File: config.mk
export PLATFORM = sky130hd
export DESIGN_NAME = me_stage
export DESIGN_NICKNAME = d
export VERILOG_FILES = /design/src/rtl/me_stage_pkg.sv /design/src/rtl/me_stage_load_align.sv /design/src/rtl/me_stage.sv
export SDC_FILE = /design/constraint.sdc
export NUM_CORES = 1
export LEC_CHECK = 0
export CAP_MARGIN = 10
export CORE_MARGIN = 2
export CORE_UTILIZATION = 41
export CTS_CLUSTER_DIAMETER = 50
export DETAILED_ROUTE_END_ITERATION = 6
export MAX_ROUTING_LAYER = met4
export PLACE_DENSITY = 0.72
export SYNTH_ARGS = -nofsm -noshare
export SYNTH_HDL_FRONTEND = slang
export SYNTH_HIERARCHICAL = 1
export SYNTH_SLANG_ARGS = --single-unit
File: constraint.sdc
create_clock -name clk -period 9.66 [get_ports clk]
set_input_delay 1.449 -clock clk [delete_from_list [all_inputs] [get_ports clk]]
set_output_delay 1.449 -clock clk [all_outputs]
set_load 0.005 [all_outputs]
File: src/rtl/me_stage_pkg.sv
// ---------------------------------------------------------------------------
// me_stage_pkg
//   Shared encodings for the MIPS memory-access stage:
//     - load width codes carried on EX_MemDataWidth
//     - partial-word merge codes carried on EX_MemDataCombine (LWL/LWR)
//     - bit positions inside EX_SpecialRegSel
// ---------------------------------------------------------------------------
package me_stage_pkg;

  typedef enum logic [2:0] {
    BYTE_U = 3'b000,
    BYTE_S = 3'b001,
    HALF_S = 3'b011,
    HALF_U = 3'b100,
    WORD   = 3'b101
  } mem_width_e;

  typedef enum logic [1:0] {
    NORMAL = 2'b00,
    LWL    = 2'b01,
    LWR    = 2'b10
  } mem_combine_e;

  localparam int unsigned SEL_LO_BIT = 0;
  localparam int unsigned SEL_HI_BIT = 1;

endpackage : me_stage_pkg

File: src/rtl/me_stage_load_align.sv
// ---------------------------------------------------------------------------
// me_stage_load_align
//   Purely combinational load-data formatter. Picks the addressed byte or
//   halfword out of the SRAM read word and sign/zero extends it, or performs
//   the LWL/LWR merge of memory bytes into the old rt value.
//
//   Ports:
//     rdata_i    32  SRAM read word (bytes m3..m0, m0 = rdata_i[7:0])
//     addr_i      2  low address bits of the access
//     width_i     3  load width code (mem_width_e)
//     combine_i   2  merge code (mem_combine_e)
//     rt_i       32  current rt value, used by LWL/LWR
//     result_o   32  formatted load data
// ---------------------------------------------------------------------------
module me_stage_load_align
  import me_stage_pkg::*;
(
  input  logic [31:0] rdata_i,
  input  logic [1:0]  addr_i,
  input  mem_width_e  width_i,
  input  logic [1:0]  combine_i,
  input  logic [31:0] rt_i,
  output logic [31:0] result_o
);

  logic [7:0]  byte_sel;
  logic [15:0] half_sel;

  // Halfword loads are only architecturally legal at a=0 or a=2, so addr[1]
  // alone chooses the half.
  assign byte_sel = rdata_i[{addr_i, 3'b000} +: 8];
  assign half_sel = addr_i[1] ? rdata_i[31:16] : rdata_i[15:0];

  // NOTE: every output of a combinational block gets a default before any
  // branch; a path that leaves it unassigned would infer a latch.
  always_comb begin
    result_o = rdata_i;
    case (combine_i)
      LWL: begin
        // Low-order memory bytes move into the high end of rt.
        case (addr_i)
          2'd0:    result_o = {rdata_i[7:0],  rt_i[23:0]};
          2'd1:    result_o = {rdata_i[15:0], rt_i[15:0]};
          2'd2:    result_o = {rdata_i[23:0], rt_i[7:0]};
          default: result_o = rdata_i;
        endcase
      end
      LWR: begin
        // High-order memory bytes move into the low end of rt.
        case (addr_i)
          2'd0:    result_o = rdata_i;
          2'd1:    result_o = {rt_i[31:24], rdata_i[31:8]};
          2'd2:    result_o = {rt_i[31:16], rdata_i[31:16]};
          default: result_o = {rt_i[31:8],  rdata_i[31:24]};
        endcase
      end
      default: begin
        case (width_i)
          BYTE_U:  result_o = {24'h0, byte_sel};
          BYTE_S:  result_o = {{24{byte_sel[7]}}, byte_sel};
          HALF_S:  result_o = {{16{half_sel[15]}}, half_sel};
          HALF_U:  result_o = {16'h0, half_sel};
          default: result_o = rdata_i;
        endcase
      end
    endcase
  end

endmodule : me_stage_load_align

File: src/rtl/me_stage.sv
// ---------------------------------------------------------------------------
// me_stage
//   Memory-access stage of the 5-stage MIPS pipeline. Latches the execute
//   payload through the valid/allowin handshake, formats synchronous SRAM
//   load data (including LWL/LWR), owns HI/LO and commits mul/div/MTHI/MTLO
//   results, and presents the write-back payload.
//
//   Ports:
//     clk, reset                    clock, asynchronous active-high reset
//     EX_to_ME_valid, WB_allowin    upstream valid / downstream ready
//     WB_ExcepEN                    flush from write-back (exception/ERET)
//     EX_*                          execute-stage payload
//     data_sram_rdata               SRAM read word, valid while in ME
//     ME_MulRes                     64-bit multiplier result, valid in ME
//     ME_allowin, ME_to_WB_valid    handshake outputs
//     ME_valid, ME_PC, ME_WriteReg  latched instruction state
//     ME_RegWrite, ME_Result        GPR write enable and write data
//     ME_Excep                      latched exception flag
//     ME_HI, ME_LO                  architectural HI/LO
// ---------------------------------------------------------------------------
module me_stage
  import me_stage_pkg::*;
(
  input  logic        clk,
  input  logic        reset,
  input  logic        EX_to_ME_valid,
  input  logic        WB_allowin,
  input  logic        WB_ExcepEN,
  input  logic [31:0] EX_PC,
  input  logic [4:0]  EX_WriteReg,
  input  logic        EX_RegWrite,
  input  logic        EX_MemToReg,
  input  logic        EX_WriPCPlus8,
  input  logic [31:0] EX_aluResult,
  input  logic [31:0] EX_rdata2,
  input  logic [2:0]  EX_MemDataWidth,
  input  logic [1:0]  EX_MemDataCombine,
  input  logic        EX_SpecialRegWri,
  input  logic        EX_SpecialRegRead,
  input  logic [1:0]  EX_SpecialRegSel,
  input  logic        EX_Mul,
  input  logic        EX_Div,
  input  logic [31:0] EX_LOVal,
  input  logic [31:0] EX_HIVal,
  input  logic        EX_Excep,
  input  logic [31:0] data_sram_rdata,
  input  logic [63:0] ME_MulRes,
  output logic        ME_allowin,
  output logic        ME_to_WB_valid,
  output logic        ME_valid,
  output logic [31:0] ME_PC,
  output logic [4:0]  ME_WriteReg,
  output logic        ME_RegWrite,
  output logic [31:0] ME_Result,
  output logic        ME_Excep,
  output logic [31:0] ME_HI,
  output logic [31:0] ME_LO
);

  // Handshake / valid
  logic        valid_q, valid_d;
  logic        load_en;
  logic        commit;

  // Latched payload
  logic [31:0] pc_q;
  logic [4:0]  wreg_q;
  logic        reg_write_q;
  logic        mem_to_reg_q;
  logic        link_q;
  logic [31:0] alu_q;
  logic [31:0] rt_q;
  mem_width_e  width_q;
  logic [1:0]  combine_q;
  logic        sp_wri_q;
  logic        sp_read_q;
  logic [1:0]  sel_q;
  logic        mul_q;
  logic        div_q;
  logic [31:0] lo_val_q;
  logic [31:0] hi_val_q;
  logic        excep_q;

  // HI/LO
  logic [31:0] hi_q, hi_d;
  logic [31:0] lo_q, lo_d;

  // Stall capture of SRAM read data
  logic [31:0] rdata_cap_q;
  logic        rdata_held_q;
  logic [31:0] rdata_eff;
  logic [31:0] load_data;

  // ready_go is constant 1, so the stage only ever waits on write-back.
  assign ME_allowin     = !valid_q || WB_allowin;
  assign ME_to_WB_valid = valid_q;
  assign load_en        = EX_to_ME_valid && ME_allowin;
  assign commit         = valid_q && WB_allowin && !excep_q && !WB_ExcepEN;

  always_comb begin
    valid_d = valid_q;
    if (ME_allowin) valid_d = EX_to_ME_valid && !WB_ExcepEN;
  end

  // NOTE: sequential state uses non-blocking assignments so every register
  // samples the pre-edge values regardless of statement order.
  always_ff @(posedge clk or posedge reset) begin
    if (reset) begin
      valid_q <= 1'b0;
    end else begin
      valid_q <= valid_d;
    end
  end

  always_ff @(posedge clk or posedge reset) begin
    if (reset) begin
      pc_q         <= '0;
      wreg_q       <= '0;
      reg_write_q  <= 1'b0;
      mem_to_reg_q <= 1'b0;
      link_q       <= 1'b0;
      alu_q        <= '0;
      rt_q         <= '0;
      width_q      <= BYTE_U;
      combine_q    <= NORMAL;
      sp_wri_q     <= 1'b0;
      sp_read_q    <= 1'b0;
      sel_q        <= '0;
      mul_q        <= 1'b0;
      div_q        <= 1'b0;
      lo_val_q     <= '0;
      hi_val_q     <= '0;
      excep_q      <= 1'b0;
    end else if (load_en) begin
      pc_q         <= EX_PC;
      wreg_q       <= EX_WriteReg;
      reg_write_q  <= EX_RegWrite;
      mem_to_reg_q <= EX_MemToReg;
      link_q       <= EX_WriPCPlus8;
      alu_q        <= EX_aluResult;
      rt_q         <= EX_rdata2;
      width_q      <= mem_width_e'(EX_MemDataWidth);
      combine_q    <= EX_MemDataCombine;
      sp_wri_q     <= EX_SpecialRegWri;
      sp_read_q    <= EX_SpecialRegRead;
      sel_q        <= EX_SpecialRegSel;
      mul_q        <= EX_Mul;
      div_q        <= EX_Div;
      lo_val_q     <= EX_LOVal;
      hi_val_q     <= EX_HIVal;
      excep_q      <= EX_Excep;
    end
  end

  // The SRAM only presents the word for one cycle after the address was
  // issued. On the first stalled cycle grab it; while the held flag is set
  // the captured copy replaces the live bus. Leaving ME clears the flag.
  // NOTE: the capture word is reset along with everything else; it is a
  // single register, not a memory array, so reset costs nothing and keeps
  // ME_Result deterministic.
  always_ff @(posedge clk or posedge reset) begin
    if (reset) begin
      rdata_held_q <= 1'b0;
      rdata_cap_q  <= '0;
    end else if (ME_allowin) begin
      rdata_held_q <= 1'b0;
    end else if (!rdata_held_q) begin
      rdata_held_q <= 1'b1;
      rdata_cap_q  <= data_sram_rdata;
    end
  end

  assign rdata_eff = rdata_held_q ? rdata_cap_q : data_sram_rdata;

  me_stage_load_align u_load_align (
    .rdata_i   (rdata_eff),
    .addr_i    (alu_q[1:0]),
    .width_i   (width_q),
    .combine_i (combine_q),
    .rt_i      (rt_q),
    .result_o  (load_data)
  );

  // HI/LO commit: multiply wins over divide, divide over MTHI/MTLO.
  always_comb begin
    hi_d = hi_q;
    lo_d = lo_q;
    if (commit) begin
      if (mul_q) begin
        {hi_d, lo_d} = ME_MulRes;
      end else if (div_q) begin
        hi_d = hi_val_q;
        lo_d = lo_val_q;
      end else if (sp_wri_q) begin
        if (sel_q[SEL_LO_BIT]) lo_d = lo_val_q;
        if (sel_q[SEL_HI_BIT]) hi_d = hi_val_q;
      end
    end
  end

  always_ff @(posedge clk or posedge reset) begin
    if (reset) begin
      hi_q <= '0;
      lo_q <= '0;
    end else begin
      hi_q <= hi_d;
      lo_q <= lo_d;
    end
  end

  // Result mux; MFHI/MFLO read the committed HI/LO directly.
  always_comb begin
    ME_Result = alu_q;
    if (sp_read_q) begin
      ME_Result = sel_q[SEL_HI_BIT] ? hi_q : lo_q;
    end else if (link_q) begin
      ME_Result = pc_q + 32'd8;
    end else if (mem_to_reg_q) begin
      ME_Result = load_data;
    end
  end

  assign ME_valid    = valid_q;
  assign ME_PC       = pc_q;
  assign ME_WriteReg = wreg_q;
  assign ME_RegWrite = valid_q && reg_write_q && !excep_q;
  assign ME_Excep    = excep_q;
  assign ME_HI       = hi_q;
  assign ME_LO       = lo_q;

endmodule : me_stage

==> results of run 1 <==
cell families after synthesis:
group | share of synthesized area [%]
compound gates | 11.0
xor+xnor | 1.31
fa+ha+maj | 0.245
buf+inv | 3.40
flops | 45.4
mux | 29.9
simple gates | 8.78
layout make-up:
type | instances | area (um2)
Inverter | 12 | 52.6
Clock buffer | 48 | 1060
Clock inverter | 20 | 206
Multi-Input combinational cell | 995 | 7890
Timing Repair Buffer | 436 | 4320
Sequential cell | 278 | 6970
Antenna cell | 8 | 20.0
Tap cell | 468 | 586
Fill cell | 3062 | 15600
routing by layer:
metal  GRT usage [%]  up-vias  wire [um]
met2            45.5      529      26200
met4            12.2        0       2160
met5               -        -          0
met1            33.7     6383      21700
li1                -     5829          -
met3            6.83      115       3940
through the flow:
step / cells / area (um2)
global route: 2264 / 21100
global placement: 2189 / 19800
floorplan: 1388 / 15300
detailed placement: 2189 / 19800
CTS: 2257 / 21100
finish: 2265 / 21100
cell usage in the layout (no fill, tap or decap), drive strengths merged, types with 4 or more instances in the layout:
cell type | Yosys | routed
buf | 58 | 18
nand3 | 11 | 11
nor2 | 92 | 92
nor4 | 9 | 9
o21ai | 27 | 27
mux4 | 17 | 17
nand2 | 141 | 141
dfrtp | 278 | 278
o22ai | 28 | 28
diode | 0 | 8
nand4 | 4 | 4
a22oi | 15 | 15
mux2 | 243 | 243
a22o | 18 | 18
a211oi | 9 | 9
a21oi | 129 | 129
clkbuf | 45 | 48
clkinvlp | 0 | 6
a221o | 7 | 7
mux2i | 146 | 146
clkinv | 1 | 8
a221oi | 20 | 20
nor2b | 4 | 4
inv | 11 | 16
and3 | 4 | 4
nor3 | 15 | 15
clkdlybuf4s50 | 0 | 418
xnor2 | 21 | 21
flip-flops by register name, indices dropped and copies added (netlist names), 2 cells and up:
name         cells
lo_val_q        32
ME_HI           32
hi_val_q        32
width_q          3
combine_q        2
ME_PC           32
rt_q            32
rdata_cap_q     32
ME_LO           32
alu_q           32
sel_q            2
ME_WriteReg      5
worst max path at each step:
stage                                   start             to  slack [ns]  cells past startpoint
after floorplan                         reset       ME_Excep        0.55                      1
after global placement    data_sram_rdata[31]  ME_Result[18]        3.57                     10
after detailed placement  data_sram_rdata[31]  ME_Result[18]        3.57                     10
after CTS                 data_sram_rdata[31]  ME_Result[18]        3.56                     10
after global routing      data_sram_rdata[31]  ME_Result[18]        3.43                     10
final                     data_sram_rdata[31]  ME_Result[18]        3.57                     10
where the power goes:
group,switching [W],total [W],internal [W],leakage [nW]
clock,0.000557,0.00140,0.000843,0.608
sequential,0.000249,0.00166,0.00141,3.25
combinational,0.000748,0.00163,0.000877,4.92
total,0.00155,0.00469,0.00313,8.78
critical path, stage by stage:
cell and delay, ns:
clkdlybuf4s50_1 0.42, mux2_2 0.36, mux4_2 0.57, mux2_4 0.32
a21boi_4 0.37, a21oi_1 0.13, mux2i_1 0.19, a21oi_1 0.10
a22o_1 0.24, clkdlybuf4s50_1 0.49
==> results_tabular.tex, run 1 <==
\begin{tabular}{lr}
\hline
Metric & Value \\
\hline
\multicolumn{2}{l}{\textbf{Status}} \\
\quad Run status & finished clean \\
\multicolumn{2}{l}{\textbf{Clocking}} \\
\quad Clock-pin slew reported for the worst setup and hold paths after clock tree synthesis & 0.05 ns \\
\quad H-tree levels & 2 \\
\quad Sink Count & $\sim$280 \\
\quad CTS tree & built \\
\quad Clk Latency, worst-skew pair & 0.54 ns \\
\quad Post CTS Setup Buffer Count & 0 \\
\quad Root cell of the clock tree & clkbuf\_16 \\
\quad Hold-fix buffers, CTS & 0 \\
\quad Largest buffer count on any clock path & 3 \\
\quad Count of instances resized after the clock tree is built & 0 \\
\quad Number of buffers created by CTS & 38 \\
\multicolumn{2}{l}{\textbf{Synthesis}} \\
\quad EDFF count, synth & 0 \\
\quad Share of Yosys cell area claimed by the top area cell type & around 45\% \\
\quad Number of storage elements in the synthesis netlist & about 280 \\
\quad Async set-reset flop share out of synthesis & 100\% \\
\quad Most frequent cells after synthesis & dfrtp\_1 (278), mux2\_2 (241), mux2i\_1 (146) \\
\quad Mean instance size in the synthesized netlist & 11.1 um2 \\
\quad Unique masters post-synth & 65 \\
\quad Gate Count Post-Synth & about 1400 \\
\quad Number of warning messages in the yosys log & 6 \\
\quad Share of the yosys chip area belonging to registers & 45.4\% \\
\quad Leading area contributor after synthesis & dfrtp\_1 \\
\quad Most instantiated library cell after synthesis & dfrtp\_1 \\
\quad Leading cell types by total area after synthesis & dfrtp\_1 (45\%), mux2\_2 (18\%), mux2i\_1 (9.5\%) \\
\quad Dominant register cell in the synthesized netlist & dfrtp\_1 \\
\quad Post-synthesis instance area & between 15000 and 20000 um2 \\
\quad Post-synth net total & approximately 1700 \\
\multicolumn{2}{l}{\textbf{Timing}} \\
\quad Number of max-slew violations in the final report & 0 \\
\quad Setup TNS & 0 ns \\
\quad Final clock period utilization by the worst path & 63.0\% \\
\quad Fmax achieved & between 0.15 and 0.2 GHz \\
\quad Final critical delay including setup and external delays & around 6 ns \\
\quad Final Hold Vio Count & 0 \\
\quad Number of endpoints failing setup at the final stage & 0 \\
\quad Normalized max-slew margin & between 20\% and 30\% \\
\quad Slack of the critical path & 3.57 ns \\
\quad Final worst hold slack & roughly 0.47 ns \\
\quad Final worst clock skew & between 0.01 and 0.015 ns \\
\quad Unrepaired setup endpoints after global routing & false \\
\quad Slew of the pin with the lowest slew margin & about 1.1 ns \\
\multicolumn{2}{l}{\textbf{Worst hold path}} \\
\quad Tightest Hold Check Type & register to register \\
\quad Worst Hold Path Cells & 2 \\
\quad Start point of the worst hold path & rdata\_cap\_q[3] \\
\quad Hold Path Sink & rdata\_cap\_q[3] \\
\multicolumn{2}{l}{\textbf{Die}} \\
\quad Standard-cell row count & 70 \\
\quad Horizontal die dimension & between 150 and 200 um \\
\quad Overall die area & a little under 40000 um2 \\
\quad Die extent in y & between 150 and 200 um \\
\quad Core region area & $\sim$37000 um2 \\
\quad Starting Density & a little over two fifths \\
\quad Ports & $\sim$420 \\
\multicolumn{2}{l}{\textbf{GRT}} \\
\quad Via count of the first global-routing pass & 13077 \\
\quad Wire length of the first global-routing pass & $\sim$80000 um \\
\quad Largest net degree at the start of global routing & 124 \\
\quad Overall routing resource usage & about 28\% \\
\quad Leftover overflow at the end of global routing & 0 \\
\quad Initial antenna violation count & 7 \\
\multicolumn{2}{l}{\textbf{Drt}} \\
\quad Routed wire length & 54000 um \\
\quad Ratio of routed vias to standard cells & between 5 and 6 \\
\quad Via count & between 10000 and 15000 \\
\quad Post-DRT Antenna Nets & 0 \\
\quad Starting DRT DRC Count & roughly 1000 \\
\quad WL per Instance & 23.8 um \\
\quad Remaining design rule violation count & 0 \\
\quad First drt pass iteration count & 5 \\
\multicolumn{2}{l}{\textbf{Placed design}} \\
\quad Setup WS pre-CTS & 3.57 ns \\
\quad GPL Wtd Cong & about 0.93 \\
\quad Detailed placer's ending HPWL & around 40000 um \\
\quad Quantity of I/O buffers inserted on ports & between 400 and 500 \\
\multicolumn{2}{l}{\textbf{Final layout}} \\
\quad Layout cells sized above 1 & a little over a fifth \\
\quad Post-Route Utilization & a little under three fifths \\
\quad Nets & 2045 \\
\quad Area overhead of the layout relative to synthesis & 37.6\% \\
\multicolumn{2}{l}{\textbf{Worst setup path}} \\
\quad Worst-path maximum fanout & 16 \\
\quad Critical register-to-register path endpoint & width\_q[0] \\
\quad Arr. time, crit path & around 4.6 ns \\
\quad R2R setup slack & 6.66 ns \\
\quad CP endpoint kind & output port \\
\quad Worst flop-to-flop path startpoint & ME\_to\_WB\_valid \\
\quad Startpoint Class & input port \\
\quad Required time of the critical path & $\sim$8.2 ns \\
\quad Logic depth of the worst register-to-register path & 5 \\
\quad Category of the most critical setup path & input port to output port \\
\multicolumn{2}{l}{\textbf{Power}} \\
\quad Worst vdd ir & approximately 0.16 mV \\
\quad Leakage power total & 8.78 nW \\
\quad Total Power Consumption & 0.00469 W \\
\quad Pwr Density & about 220 nW/um2 \\
\multicolumn{2}{l}{\textbf{Flow run}} \\
\quad Number of violations of the max-capacitance limit & 0 \\
\hline
\end{tabular}
(Power assumes the default switching activity.)
==> run 2: changes to the inputs <==
==> constraint.sdc (replaced) <==
create_clock -name clk -period 5 [get_ports clk]
set_input_delay 0.75 -clock clk [delete_from_list [all_inputs] [get_ports clk]]
set_output_delay 0.75 -clock clk [all_outputs]
set_load 0.005 [all_outputs]
==> run 2 against run 1 <==
Compared with the run above: wire length grew 0.49%; die area unchanged; non-clock buffer count increased by 14; critical path depth did not move; hold slack worse by 0.0048 ns; power increased by 93%; clock skew rose by 0.0085 ns; critical path type is now register to output port.
==> results_tabular.tex, run 2 (synthesis results as in run 1) <==
\begin{tabular}{lr}
\hline
Metric & Value \\
\hline
\multicolumn{2}{l}{\textbf{Power}} \\
\quad Net switching fraction of the power & 33.2\% (about the same) \\
\quad Reported net switching power & 0.00301 W (was 0.00155 W) \\
\quad Proportion of power drawn by combinational gates & 34.8\% (was 34.7\%) \\
\quad Pwr Density & 427 nW/um2 (was 222 nW/um2) \\
\quad Leakage power total & 8.84 nW (was 8.78 nW) \\
\quad Worst vdd ir & 0.291 mV (was 0.164 mV) \\
\quad Part of the power in the clock network & 29.3\% (was 29.9\%) \\
\quad Total Power Consumption & 0.00906 W (was 0.00469 W) \\
\quad Proportion of power drawn by flip-flops and latches & 35.9\% (was 35.5\%) \\
\quad Internal power & 0.00605 W (was 0.00313 W) \\
\multicolumn{2}{l}{\textbf{Worst hold path}} \\
\quad Tightest Hold Check Type & register to register (unchanged) \\
\multicolumn{2}{l}{\textbf{Timing}} \\
\quad Setup TNS & 0 ns (unchanged) \\
\quad Number of endpoints failing setup at the final stage & 0 (unchanged) \\
\quad Final clock period utilization by the worst path & between 90 and 100\% \\
\quad Final Hold Vio Count & 0 (unchanged) \\
\quad Slack of the critical path & 0.239 ns (was 3.57 ns) \\
\quad Final critical delay including setup and external delays & 4.76 ns \\
\quad Slew of the pin with the lowest slew margin & 1.05 ns (was 1.11 ns) \\
\quad Normalized max-slew margin & 29.8\% (was 25.9\%) \\
\quad Final worst clock skew & 0.0217 ns (was 0.0132 ns) \\
\quad Fmax achieved & 0.210 GHz \\
\quad Unrepaired setup endpoints after global routing & false (unchanged) \\
\quad Number of max-slew violations in the final report & 0 (unchanged) \\
\multicolumn{2}{l}{\textbf{Die}} \\
\quad Die extent in y & 197 um (unchanged) \\
\quad Overall die area & 39000 um2 (unchanged) \\
\quad Core region area & 36700 um2 (unchanged) \\
\quad Starting Density & 41.8\% (unchanged) \\
\quad Standard-cell row count & 70 (unchanged) \\
\quad Ports & 419 (unchanged) \\
\quad Horizontal die dimension & 197 um (unchanged) \\
\multicolumn{2}{l}{\textbf{Drt}} \\
\quad Via count & 12768 (was 12856) \\
\quad First drt pass iteration count & 7 (was 5) \\
\quad Routed wire length & 54200 um (was 54000 um) \\
\quad Starting DRT DRC Count & 945 (was 984) \\
\quad Remaining design rule violation count & 0 (unchanged) \\
\quad Post-DRT Antenna Nets & 0 (unchanged) \\
\quad Ratio of routed vias to standard cells & 5.60 (was 5.68) \\
\quad WL per Instance & 23.8 um (about the same) \\
\multicolumn{2}{l}{\textbf{Final layout}} \\
\quad Area overhead of the layout relative to synthesis & 38.4\% (was 37.6\%) \\
\quad Area occupied by multi-input gates & 7890 um2 (unchanged) \\
\quad Fill cell count & 3096 (was 3062) \\
\quad Most common cell after layout, fill and taps aside & clkdlybuf4s50\_1 (unchanged) \\
\quad Nets & 2058 (was 2045) \\
\quad Layout cells sized above 1 & 21.4\% (was 20.8\%) \\
\quad Register cell area after layout & 6970 um2 (about the same) \\
\quad Highest-count cells in the layout ignoring fill and taps & clkdlybuf4s50\_1 (418), dfrtp\_1 (272), mux2\_2 (241) (was clkdlybuf4s50\_1 (418), dfrtp\_1 (273), mux2\_2 (241)) \\
\quad Design area & 21200 um2 (was 21100 um2) \\
\multicolumn{2}{l}{\textbf{Worst setup path}} \\
\quad Worst-path maximum fanout & 34 (was 16) \\
\quad Required time of the critical path & 4.25 ns (was 8.21 ns) \\
\quad CP endpoint kind & output port (unchanged) \\
\quad Worst-path cell chain & buf\_4 > nand2b\_1 > o22ai\_1 > a221o\_1 > o22ai\_1 > mux2i\_1 > nor2\_1 > a211oi\_1 > a21oi\_1 > clkdlybuf4s50\_1 (was clkdlybuf4s50\_1 > mux2\_2 > mux4\_2 > mux2\_4 > a21boi\_4 > a21oi\_1 > mux2i\_1 > a21oi\_1 > a22o\_1 > clkdlybuf4s50\_1) \\
\quad Cell family with most CP delay & compound AO/OA/AOI/OAI gates (was multiplexers) \\
\quad Most used cell along the critical path & o22ai\_1 \\
\quad Startpoint Class & register (was input port) \\
\quad Category of the most critical setup path & register to output port (was input port to output port) \\
\quad Largest stage delay, worst path & 0.82 ns (was 0.57 ns) \\
\quad Critical Path Slowest Stage Cell & dfrtp\_2 (was mux4\_2) \\
\quad Arr. time, crit path & 4.01 ns (was 4.64 ns) \\
\quad Critical path buffer and inverter count & 2 (unchanged) \\
\multicolumn{2}{l}{\textbf{Placed design}} \\
\quad Setup WS pre-CTS & 0.388 ns (was 3.57 ns) \\
\quad Post-detailed-placement cell area & 20000 um2 (was 19800 um2) \\
\quad Quantity of I/O buffers inserted on ports & 418 (unchanged) \\
\quad Detailed placer's ending HPWL & 40600 um (was 39800 um) \\
\quad GPL Wtd Cong & 0.977 (was 0.934) \\
\multicolumn{2}{l}{\textbf{GRT}} \\
\quad Leftover overflow at the end of global routing & 0 (unchanged) \\
\quad Wire length of the first global-routing pass & 80900 um (was 80400 um) \\
\quad Largest net degree at the start of global routing & 174 (was 124) \\
\quad Initial antenna violation count & 9 (was 7) \\
\quad Via count of the first global-routing pass & 13350 (was 13077) \\
\quad Overall routing resource usage & 28.5\% (was 28.2\%) \\
\multicolumn{2}{l}{\textbf{Clocking}} \\
\quad CTS tree & built (unchanged) \\
\quad Clk Latency, worst-skew pair & 0.55 ns (was 0.54 ns) \\
\quad Sink Count & 278 (unchanged) \\
\quad H-tree levels & 2 (unchanged) \\
\quad Count of instances resized after the clock tree is built & 0 (unchanged) \\
\quad Number of buffers created by CTS & 37 (was 38) \\
\quad Hold-fix buffers, CTS & 0 (unchanged) \\
\quad Largest buffer count on any clock path & 3 (unchanged) \\
\quad Root cell of the clock tree & clkbuf\_16 (unchanged) \\
\quad Clock-pin slew reported for the worst setup and hold paths after clock tree synthesis & 0.06 ns (was 0.05 ns) \\
\quad Post CTS Setup Buffer Count & 0 (unchanged) \\
\multicolumn{2}{l}{\textbf{Flow run}} \\
\quad Number of violations of the max-capacitance limit & 0 (unchanged) \\
\multicolumn{2}{l}{\textbf{Status}} \\
\quad Run status & finished clean (unchanged) \\
\hline
\end{tabular}
run 2: changes by cell type in the layout (fill, tap and decap cells not counted), sizes merged:
cell      previous run  this run
buf                 18        32
clkinv               8         7
clkinvlp             6         7
diode                8        10
clkbuf              48        46
bufinv               2         3
run 2: worst paths after layout:
| kind | start | end | slack [ns] | cells after the start |
|---|---|---|---|---|
| worst max-delay path | alu_q[1] | ME_Result[1] | 0.24 | 10 |
| worst min-delay path | rdata_cap_q[2] | rdata_cap_q[2] | 0.47 | 2 |
| worst max register to register | sel_q[1] | ME_HI[29] | 2.22 | 5 |
| worst min register to register | rdata_cap_q[2] | rdata_cap_q[2] | 0.47 | 2 |
| max in group asynchronous | reset | mul_q | 3.29 | 3 |
| min in group asynchronous | reset | rt_q[4] | 0.73 | 3 |
run 2: per-layer routing:
layer | global-route usage (%) | share of wire [%]
met5 | - | 0
met4 | 10.6 | 3.4
met3 | 7.75 | 8.1
met2 | 46.9 | 49
met1 | 33.4 | 39
run 2: worst register-to-register path, stage by stage, from the launching register on:
cell	delay [ns]
dfrtp_2	1.06
nand2_1	0.24
a21oi_4	0.75
buf_4	0.45
nor2_1	0.08
a21oi_1	0.14
run 2: stage by stage:
step	utilization, %	hold WS, ns	std cells
3_3_place_gp	54.4	0.452	2203
5_1_grt	57.8	0.491	2279
3_5_place_dp	54.4	0.457	2203
2_1_floorplan	-	0.440	1388
4_1_cts	57.8	0.471	2270
6_report	57.8	0.467	2280
run 2: final cells by class:
type                       instances  share of cell area [%]
antenna                           10                   0.118
clock buffer                      46                    4.71
clock inverter                    21                    1.09
inverter                          12                   0.230
multi-input combinational        995                    37.2
sequential                       278                    32.8
tap                              468                    2.76
timing repair buffer             450                    21.1
run 2: power by group through the flow:
stage,combinational [W],sequential [W],clock [W]
4_1_cts,0.00315,0.00324,0.00271
5_1_grt,0.00338,0.00331,0.00281
3_5_place_dp,0.00313,0.00327,0
2_1_floorplan,0.00164,0.00307,0
6_report,0.00315,0.00325,0.00266
3_3_place_gp,0.00311,0.00325,0
